File: src/rtl/mux_reg_n.sv
`default_nettype none
// ============================================================================
//  Module      : mux_reg_n
//  Description : Registered N:1 multiplexer with a configurable pipeline
//                depth, stall (enable), synchronous flush and a sticky
//                illegal-select flag. A valid bit travels with each word.
//                Compile-time option MUX_REG_N_ONEHOT_EN switches the
//                select from SEL_W-bit binary to NUM_IN-bit one-hot.
//  Revision    : 1.0 - initial release, successor of the 2:1 address mux
// ============================================================================
module mux_reg_n #(
    parameter int               WIDTH     = 32,
    parameter int               NUM_IN    = 4,
    parameter int               SEL_W     = 2,
    parameter int               STAGES    = 1,
    parameter logic [WIDTH-1:0] RESET_VAL = '0
) (
    input  logic                     clock,
    input  logic                     reset,
    input  logic                     enable,
    input  logic                     flush,
`ifdef MUX_REG_N_ONEHOT_EN
    input  logic [NUM_IN-1:0]        control,
`else
    input  logic [SEL_W-1:0]         control,
`endif
    input  logic                     valid_in,
    input  logic [NUM_IN*WIDTH-1:0]  dados_in,
    output logic [WIDTH-1:0]         saida,
    output logic                     valid_out,
    output logic                     erro_sel
);

    // ------------------------------------------------------------------
    // Elaboration-time parameter sanity checks
    // ------------------------------------------------------------------
    if (NUM_IN < 2 || NUM_IN > 16) begin : g_chk_num_in
        $error("mux_reg_n: NUM_IN must lie in 2..16");
    end
    if (STAGES < 1 || STAGES > 4) begin : g_chk_stages
        $error("mux_reg_n: STAGES must lie in 1..4");
    end
    if (SEL_W < 1) begin : g_chk_sel_w
        $error("mux_reg_n: SEL_W must be at least 1");
    end
`ifndef MUX_REG_N_ONEHOT_EN
    if ((2 ** SEL_W) < NUM_IN) begin : g_chk_sel_range
        $error("mux_reg_n: SEL_W too narrow to address NUM_IN channels");
    end
`endif

    // ------------------------------------------------------------------
    // Input channel unpacking: channel k lives at [k*WIDTH +: WIDTH]
    // ------------------------------------------------------------------
    logic [WIDTH-1:0] w_chan [NUM_IN];

    for (genvar k = 0; k < NUM_IN; k++) begin : g_chan
        assign w_chan[k] = dados_in[k*WIDTH +: WIDTH];
    end

    // ------------------------------------------------------------------
    // Select decode. An illegal select falls back to channel 0 so the
    // datapath always carries a defined word; w_sel_legal drives the flag.
    // ------------------------------------------------------------------
    logic [WIDTH-1:0] w_sel_word;
    logic             w_sel_legal;

`ifdef MUX_REG_N_ONEHOT_EN
    logic             w_hot_nonzero;
    logic             w_hot_single;

    // One-hot decode: AND-OR of the channels, legal only with exactly one bit set
    always_comb begin
        w_hot_nonzero = (control != '0);
        w_hot_single  = ((control & (control - NUM_IN'(1))) == '0);
        w_sel_legal   = w_hot_nonzero && w_hot_single;
        w_sel_word    = '0;
        for (int k = 0; k < NUM_IN; k++) begin
            if (control[k]) begin
                w_sel_word = w_sel_word | w_chan[k];
            end
        end
        // Zero-hot or multi-hot selects must not merge channels
        if (!w_sel_legal) begin
            w_sel_word = w_chan[0];
        end
    end
`else
    // Binary decode: codes at or above NUM_IN match no channel and stay illegal
    always_comb begin
        w_sel_legal = 1'b0;
        w_sel_word  = w_chan[0];
        for (int k = 0; k < NUM_IN; k++) begin
            if (control == SEL_W'(k)) begin
                w_sel_legal = 1'b1;
                w_sel_word  = w_chan[k];
            end
        end
    end
`endif

    // ------------------------------------------------------------------
    // Pipeline storage. Index 0 is the capture stage, STAGES-1 drives the
    // outputs. Priority at each edge: flush, then stall, then advance.
    // ------------------------------------------------------------------
    logic [WIDTH-1:0]  r_data [STAGES];
    logic [STAGES-1:0] r_valid;

    // Data/valid pipeline: async reset and flush clear, enable shifts by one
    always_ff @(posedge clock or posedge reset) begin
        if (reset) begin
            for (int i = 0; i < STAGES; i++) begin
                r_data[i] <= RESET_VAL;
            end
            r_valid <= '0;
        end else if (flush) begin
            for (int i = 0; i < STAGES; i++) begin
                r_data[i] <= RESET_VAL;
            end
            r_valid <= '0;
        end else if (enable) begin
            r_data[0]  <= w_sel_word;
            r_valid[0] <= valid_in;
            for (int i = 1; i < STAGES; i++) begin
                r_data[i]  <= r_data[i-1];
                r_valid[i] <= r_valid[i-1];
            end
        end
    end

    // ------------------------------------------------------------------
    // Sticky illegal-select flag. Only a qualified (valid_in) word on an
    // advancing edge can set it; flush beats a simultaneous illegal select.
    // ------------------------------------------------------------------
    logic r_erro_sel;

    // Error flag: set on a valid illegal capture, cleared only by reset/flush
    always_ff @(posedge clock or posedge reset) begin
        if (reset) begin
            r_erro_sel <= 1'b0;
        end else if (flush) begin
            r_erro_sel <= 1'b0;
        end else if (enable && valid_in && !w_sel_legal) begin
            r_erro_sel <= 1'b1;
        end
    end

    assign saida     = r_data[STAGES-1];
    assign valid_out = r_valid[STAGES-1];
    assign erro_sel  = r_erro_sel;

endmodule
`default_nettype wire
File: config.mk
export PLATFORM = sky130hd
export DESIGN_NAME = mux_reg_n
export DESIGN_NICKNAME = d
export VERILOG_FILES = /design/src/rtl/mux_reg_n.sv
export SDC_FILE = /design/constraint.sdc
export NUM_CORES = 1
export LEC_CHECK = 0
export BUFFER_PORTS_ARGS = -buffer_cell sky130_fd_sc_hd__buf_2
export CAP_MARGIN = 20
export CORE_MARGIN = 1
export CORE_UTILIZATION = 37
export CTS_CLUSTER_DIAMETER = 50
export CTS_CLUSTER_SIZE = 10
export DETAILED_ROUTE_END_ITERATION = 7
export PLACE_DENSITY_LB_ADDON = 0.08
export REMOVE_ABC_BUFFERS = 1
export SETUP_SLACK_MARGIN = 0.05
export SKIP_LAST_GASP = 1
export SYNTH_ARGS = -nofsm -noshare
export SYNTH_HDL_FRONTEND = slang
export SYNTH_SLANG_ARGS = --single-unit
File: constraint.sdc
create_clock -name clock -period 0.9 [get_ports clock]
set_input_delay 0.09 -clock clock [delete_from_list [all_inputs] [get_ports clock]]
set_output_delay 0.09 -clock clock [all_outputs]
set_load 0.05 [all_outputs]
==> summary.md, run 1 <==
| Metric | Value |
|---|---|
| Critical path class | reg -> out |
| Mux contribution to synthesized area | approximately 27% |
| CTS Buf Count | 5 |
| Slew headroom | a little under nine tenths |
| Drc violations | 0 |
| Synth Area in XOR/XNOR | 0% |
| Fin cells | 450 |
| Slew at the pin closest to its max-slew limit | 0.218 ns |
| Vias per Instance | 5.14 |
| H-Tree Depth | 2 |
| Max-slew violations | 0 |
| Synth cell types | 13 |
| Switching share of power | 32.8% |
| Fin crit share | 114% |
| Setup ws final | -0.128 ns |
| Die footprint | 0.00681 mm^2 |
| Die span in x | 82.5 um |
| Synth area leaders | dfrtp_1 (35%), mux2i_1 (27%), o221ai_2 (19%) |
| DR vias | between 2000 and 2500 |
| Worst setup SP type | register |
| Yosys reg bits | 34 |
| Ports | 169 |
| CTS Buffer Depth | 2 |
| 1st-iter DRT viols | 37 |
| PwrDens | 1160 mW/mm^2 |
| Flop pwr share | 36.4% |
| Max rail drop VDD | 0.759 mV |
| GPL Wtd Cong | approximately 0.72 |
| Unrepaired setup endpoints after global routing | true |
| Largest family of logic cells by synthesized area | multiplexers |
| DP Wirelength | 4960 um |
| Final net count | 511 |
| Post-synthesis async set-or-reset flop share | 100% |
| Largest net degree at the start of global routing | 35 |
| Most frequent cell after synthesis | mux2i_1 |
| CTS clk-pin slew, worst paths | 0.07 ns |
| Max-cap violations | 0 |
| Die Height | just over 80 um |
| Data arrival time of the worst path | ~0.94 ns |
| Violations in the final reports | negative setup slack |
| CTS tree | yes |
| Worst-path cell chain | buf_6 > buf_8 |
| P_leak | slightly above 2 nW |
| Clock root buffer master | clkbuf_8 |
| Fillers | about 520 |
| CP peak stage delay | 0.40 ns |
| Fmax | 0.973 GHz |
| Share of the synthesized area in the top cell type | between 30% and 40% |
| Inst Count DP | 442 |
| EDFF count, synth | 0 |
| Combinational Power Share | 39.8% |
| Synth warn | 0 |
| CP delay by family, top | flip-flops |
| Row count | 28 |
| Post-DRT Antenna Nets | 0 |
| Core ar. | around 0.0061 mm^2 |
| Initial antenna violation count | 0 |
| Clock Sinks | 34 |
| Clk_skew | 0 ns |
| Min Tclk post-route | ~1.0 ns |
| Post-Synthesis Cells | ~190 |
| Endpoint class of the critical path | output port |
| Primary FF master, synth | dfrtp_1 |
| TNS Setup | -2.09 ns |
| Bufs and invs on worst path | 2 |
| Synth Area per Inst | 12.8 um^2 |
| Setup violators final | 37 |
| WL final | 6850 um |
| First-pass GRT wire length | 10400 um |
| Cell area after synthesis | 0.00240 mm^2 |
| Wire per inst | 15.2 um |
| Post-synth top cells | mux2i_1 (65), dfrtp_1 (34), or3b_2 (32) |
| Synth area leader | dfrtp_1 |
| Outcome | finished, violations left |
| Post-Synth Adder-Cell Area | 0% |
| Syn-to-layout area delta | 69.1% |
| CP Data Required Time | 0.81 ns |
| Hold WS | 0.0600 ns |
| Post-synthesis simple-gate area fraction | around an eighth |
| Skew-Pair Late Insertion Delay | 0.28 ns |
| Fin. Hold Viols | 0 |
| Vias in the first global route | 2261 |
| Clock power share | 23.8% |
| Total gr overflow | 0 |
| Compound-Gate Fraction of Synth Area | 19.5% |
| Drt first pass iters | 6 |
| Input/output buffers | 168 |
| Initial Utilization | between 30% and 40% |
| CP max-delay cell | dfrtp_1 |
| Min-delay worst type | in -> reg |
| Diodes inserted | 0 |
| Crit-path max FO | 2 |
| GRT Resource Usage Total | 20.5% |
| Proportion of layout cells with a drive suffix above 1 | 72.3% |
| Net Switching | approximately 1.5 mW |
| Sequential area share after synthesis | 35.5% |
| Internal cell power | 3.17 mW |
what timing repair did:
action                                  in CTS  in global routing
hold buffers                                 1                  0
gates cloned                                 0                  0
endpoints found under the setup margin      66                 67
endpoints found under the hold margin       34                  0
setup buffers                                1                  0
gates resized for setup                    132                  0
routing by layer:
metal	wire length [um]	track usage, %
met1	2810	23.8
met2	3500	36.7
met3	447	4.73
met4	103	7.24
met5	0	0
power by group through the flow:
stage | Clock (mW) | Sequential, mW | Combinational, mW
2_1_floorplan | 0 | 2.11 | 0.459
3_3_place_gp | 0 | 1.71 | 1.59
3_5_place_dp | 0 | 1.72 | 1.60
4_1_cts | 1.16 | 1.71 | 1.89
5_1_grt | 1.21 | 1.73 | 2.00
6_report | 1.12 | 1.72 | 1.88
layout by cell type, fill, tap and decap left out, drive strengths merged, types with 6 or more instances in the layout:
| cell type | count |
|---|---|
| buf | 200 |
| mux2i | 65 |
| dfrtp | 34 |
| or3b | 33 |
| o221ai | 32 |
| clkbuf | 6 |
registers in the layout (all words and copies together), names as in the netlist:
| name | count |
|---|---|
| erro_sel | 1 |
| saida | 32 |
| valid_out | 1 |
worst min-delay path, cell delays in order:
cell     delay, ns
buf_2         0.08
mux2i_1       0.06
nor2_1        0.07
worst paths after layout:
| path | end | depth (start not counted) | slack [ns] | from |
|---|---|---|---|---|
| worst max register to register | saida[7]$_DFFE_PP0P_ | 2 | -0.01 | saida[7]$_DFFE_PP0P_ |
| worst max-delay path | saida[29] | 2 | -0.13 | saida[29]$_DFFE_PP0P_ |
| max in group asynchronous | saida[2]$_DFFE_PP0P_ | 4 | 0.30 | reset |
| worst min-delay path | valid_out$_DFFE_PP0P_ | 3 | 0.06 | valid_in |
| min in group asynchronous | saida[26]$_DFFE_PP0P_ | 4 | 0.42 | reset |
| worst min register to register | erro_sel$_DFFE_PP0P_ | 1 | 0.53 | erro_sel$_DFFE_PP0P_ |
final cells by class:
class,count,area [um^2],area share (%)
Inverter,1,3.75,0.0926
Sequential cell,34,851,21.0
Clock buffer,6,82.6,2.04
Multi-Input combinational cell,133,1520,37.4
Timing Repair Buffer,201,1510,37.1
Tap cell,75,93.8,2.31
through the flow:
step                area, um^2  power (mW)  util [%]  setup slack (ns)
global placement          3540        3.31      58.0            -0.269
finish                    4060        4.71      66.5            -0.128
global route              4060        4.93      66.5            -0.159
detailed placement        3540        3.32      58.0            -0.287
floorplan                 2280        2.57         -            -0.909
CTS                       4060        4.77      66.5            -0.134
kinds of logic (layout without fill, tap and decap cells):
group	Yosys count	count (layout)
compound gates	32	32
buf+inv	21	208
flops	34	34
mux	65	65
simple gates	36	36
Power figures use the tool's default switching activity.
==> inputs of run 2 (changes only) <==
--- a/config.mk
+++ b/config.mk
@@ -5,6 +5,7 @@
 export SDC_FILE = /design/constraint.sdc
 export NUM_CORES = 1
 export LEC_CHECK = 0
+export ABC_AREA = 1
 export BUFFER_PORTS_ARGS = -buffer_cell sky130_fd_sc_hd__buf_2
 export CAP_MARGIN = 20
 export CORE_MARGIN = 1
==> constraint.sdc (replaced) <==
create_clock -name clock -period 1.1 [get_ports clock]
set_input_delay 0.11 -clock clock [delete_from_list [all_inputs] [get_ports clock]]
set_output_delay 0.11 -clock clock [all_outputs]
set_load 0.05 [all_outputs]
==> summary.md, run 2 <==
| Metric | Value |
|---|---|
| Outcome | finished clean |
| EDFF count, synth | 0 |
| Fillers | just over 700 |
| CP peak stage delay | 0.35 ns |
| Flop pwr share | a little under two fifths |
| GPL Wtd Cong | roughly 0.85 |
| Combinational Power Share | 36.5% |
| Final net count | 752 |
| Total gr overflow | 0 |
| Worst setup SP type | register |
| Primary FF master, synth | dfrtp_1 |
| Clock root buffer master | clkbuf_8 |
| 1st-iter DRT viols | 158 |
| Max-cap violations | 0 |
| Min-delay worst type | in -> reg |
| Die Height | 86.5 um |
| Leading cell type in the layout, fill and taps excluded | nand2_1 |
| Fin crit share | between 90% and 100% |
| H-Tree Depth | 2 |
| Core ar. | just under 0.007 mm^2 |
| Clock power share | 26.4% |
| Initial antenna violation count | 0 |
| Initial Utilization | between 30% and 40% |
| Ports | ~170 |
| CTS Buf Count | 5 |
| CTS tree | yes |
| PwrDens | ~980 mW/mm^2 |
| Cell area after synthesis | 0.00264 mm^2 |
| Unrepaired setup endpoints after global routing | true |
| Fmax | 0.969 GHz |
| Total power | 3.74 mW |
| Most frequent cells in the layout | nand2_1 (162), buf_2 (149), nor2_1 (65), inv_1 (63), nand3_1 (55) |
| Vias per Instance | around 4.6 |
| Area of the multi-input gates | 0.00140 mm^2 |
| Synth area leader | dfrtp_1 |
| Worst-path cell chain | buf_2 |
| Switching share of power | between 30% and 40% |
| Vias in the first global route | ~3000 |
| Data arrival time of the worst path | 0.92 ns |
| Bufs and invs on worst path | 1 |
| Max rail drop VDD | 0.440 mV |
| Largest net degree at the start of global routing | 35 |
| Wire per inst | 12.0 um |
| Drc violations | 0 |
| Largest register FFs | 32 |
| Setup violators final | 0 |
| First-pass GRT wire length | 14000 um |
| Drt first pass iters | 4 |
| Final core area utilization | 55.9% |
| CTS Buffer Depth | 2 |
| Input/output buffers | ~170 |
| P_leak | 2.43 nW |
| Min Tclk post-route | 1.03 ns |
| CP max-delay cell | dfrtp_1 |
| CTS clk-pin slew, worst paths | approximately 0.070 ns |
| FF/Latch Area | 851 um^2 |
| Crit-path max FO | 2 |
| Synth area leaders | dfrtp_1 (32%), nand2_1 (23%), nand3_1 (10%) |
| Die span in x | 86.5 um |
| Post-synthesis async set-or-reset flop share | 100% |
| Slew headroom | 82.1% |
| Sequential area share after synthesis | 32.2% |
| Clk_skew | 0 ns |
| Diodes inserted | 0 |
| Die footprint | 0.00748 mm^2 |
| Post-Synthesis Cells | 452 |
| Proportion of layout cells with a drive suffix above 1 | 33.0% |
| Slew at the pin closest to its max-slew limit | 0.270 ns |
| DP Wirelength | ~6200 um |
| Clock Sinks | 34 |
| Critical path class | reg -> out |
| WL final | 8530 um |
| Share of the synthesized area in the top cell type | 32.2% |
| Synth Area per Inst | 5.84 um^2 |
| Skew-Pair Late Insertion Delay | 0.28 ns |
| Internal cell power | 2.35 mW |
| Net Switching | around 1.4 mW |
| Syn-to-layout area delta | 44.6% |
| GRT Resource Usage Total | 23.9% |
| Yosys reg bits | 34 |
| Fin. Hold Viols | 0 |
| DR vias | 3310 |
| Row count | 30 |
| CP Data Required Time | between 0.9 and 1 ns |
| Endpoint class of the critical path | output port |
| Most frequent cell after synthesis | nand2_1 |
| Max-slew violations | 0 |
| Synth cell types | 13 |
| CP delay by family, top | flip-flops |
| Synth warn | 0 |
| Post-synth top cells | nand2_1 (162), nor2_1 (66), inv_1 (63) |
| Post-DRT Antenna Nets | 0 |
-- run 2: what timing repair did --
item / 4_1_cts / 5_1_grt
endpoints found under the hold margin: 35 / 0
resized for setup: 0 / 19
endpoints found under the setup margin: 0 / 19
setup buffers: 0 / 0
hold buffers: 2 / 0
-- run 2: area by class of cell --
cell class,count,share of cell area [%]
multi-input combinational,326,36.7
timing repair buffer,186,29.2
sequential,34,22.3
inverter,64,6.29
tap,96,3.15
clock buffer,7,2.26
clock inverter,1,0.131
-- run 2: stage by stage --
stage | area, um^2 | setup slack, ns | hold slack, ns | instances | TNS, ns
after floorplan | 2490 | -0.270 | 0.176 | 424 | -8.91
after global placement | 3660 | 0.0813 | 0.185 | 704 | 0
after detailed placement | 3660 | 0.0706 | 0.188 | 704 | 0
after CTS | 3770 | 0.0565 | 0.0496 | 714 | 0
after global routing | 3820 | 0.0428 | 0.0553 | 714 | 0
final | 3820 | 0.0680 | 0.0609 | 714 | 0
-- run 2: worst paths after layout --
path / from / endpoint / slack [ns] / cells after the start
worst max-delay path: saida[24]$_DFFE_PP0P_ / saida[24] / 0.07 / 1
worst max register to register: saida[12]$_DFFE_PP0P_ / saida[12]$_DFFE_PP0P_ / 0.49 / 2
min in group asynchronous: reset / saida[4]$_DFFE_PP0P_ / 0.42 / 4
worst min-delay path: valid_in / valid_out$_DFFE_PP0P_ / 0.06 / 3
max in group asynchronous: reset / saida[2]$_DFFE_PP0P_ / 0.50 / 4
worst min register to register: valid_out$_DFFE_PP0P_ / valid_out$_DFFE_PP0P_ / 0.47 / 2
-- run 2: routing by layer --
metal	global-route usage (%)	part of all wire (%)	up-vias
met4	6.06	0.95	0
met2	39.2	47	151
met3	5.90	8.4	7
met1	31.6	44	1457
li1	-	-	1695
met5	0	0	-
-- run 2: power by group through the flow --
stage	logic [mW]	registers (mW)	clock network [mW]
after detailed placement	1.34	1.41	0
after global routing	1.51	1.40	1.08
after global placement	1.34	1.41	0
final	1.37	1.39	0.988
after floorplan	0.430	1.74	0
after CTS	1.35	1.39	1.03
-- run 2: cell families after synthesis --
kind of cell / synth area share [%]
DFF: 32.2
AOI/OAI and AO/OA: 6.07
buffers and inverters: 14.8
and+or+nand+nor: 46.9
-- run 2: worst min-delay path: cells and delay by family --
kind / cells / cell delay, ns
and+or+nand+nor: 2 / 0.13
buffers and inverters: 1 / 0.08
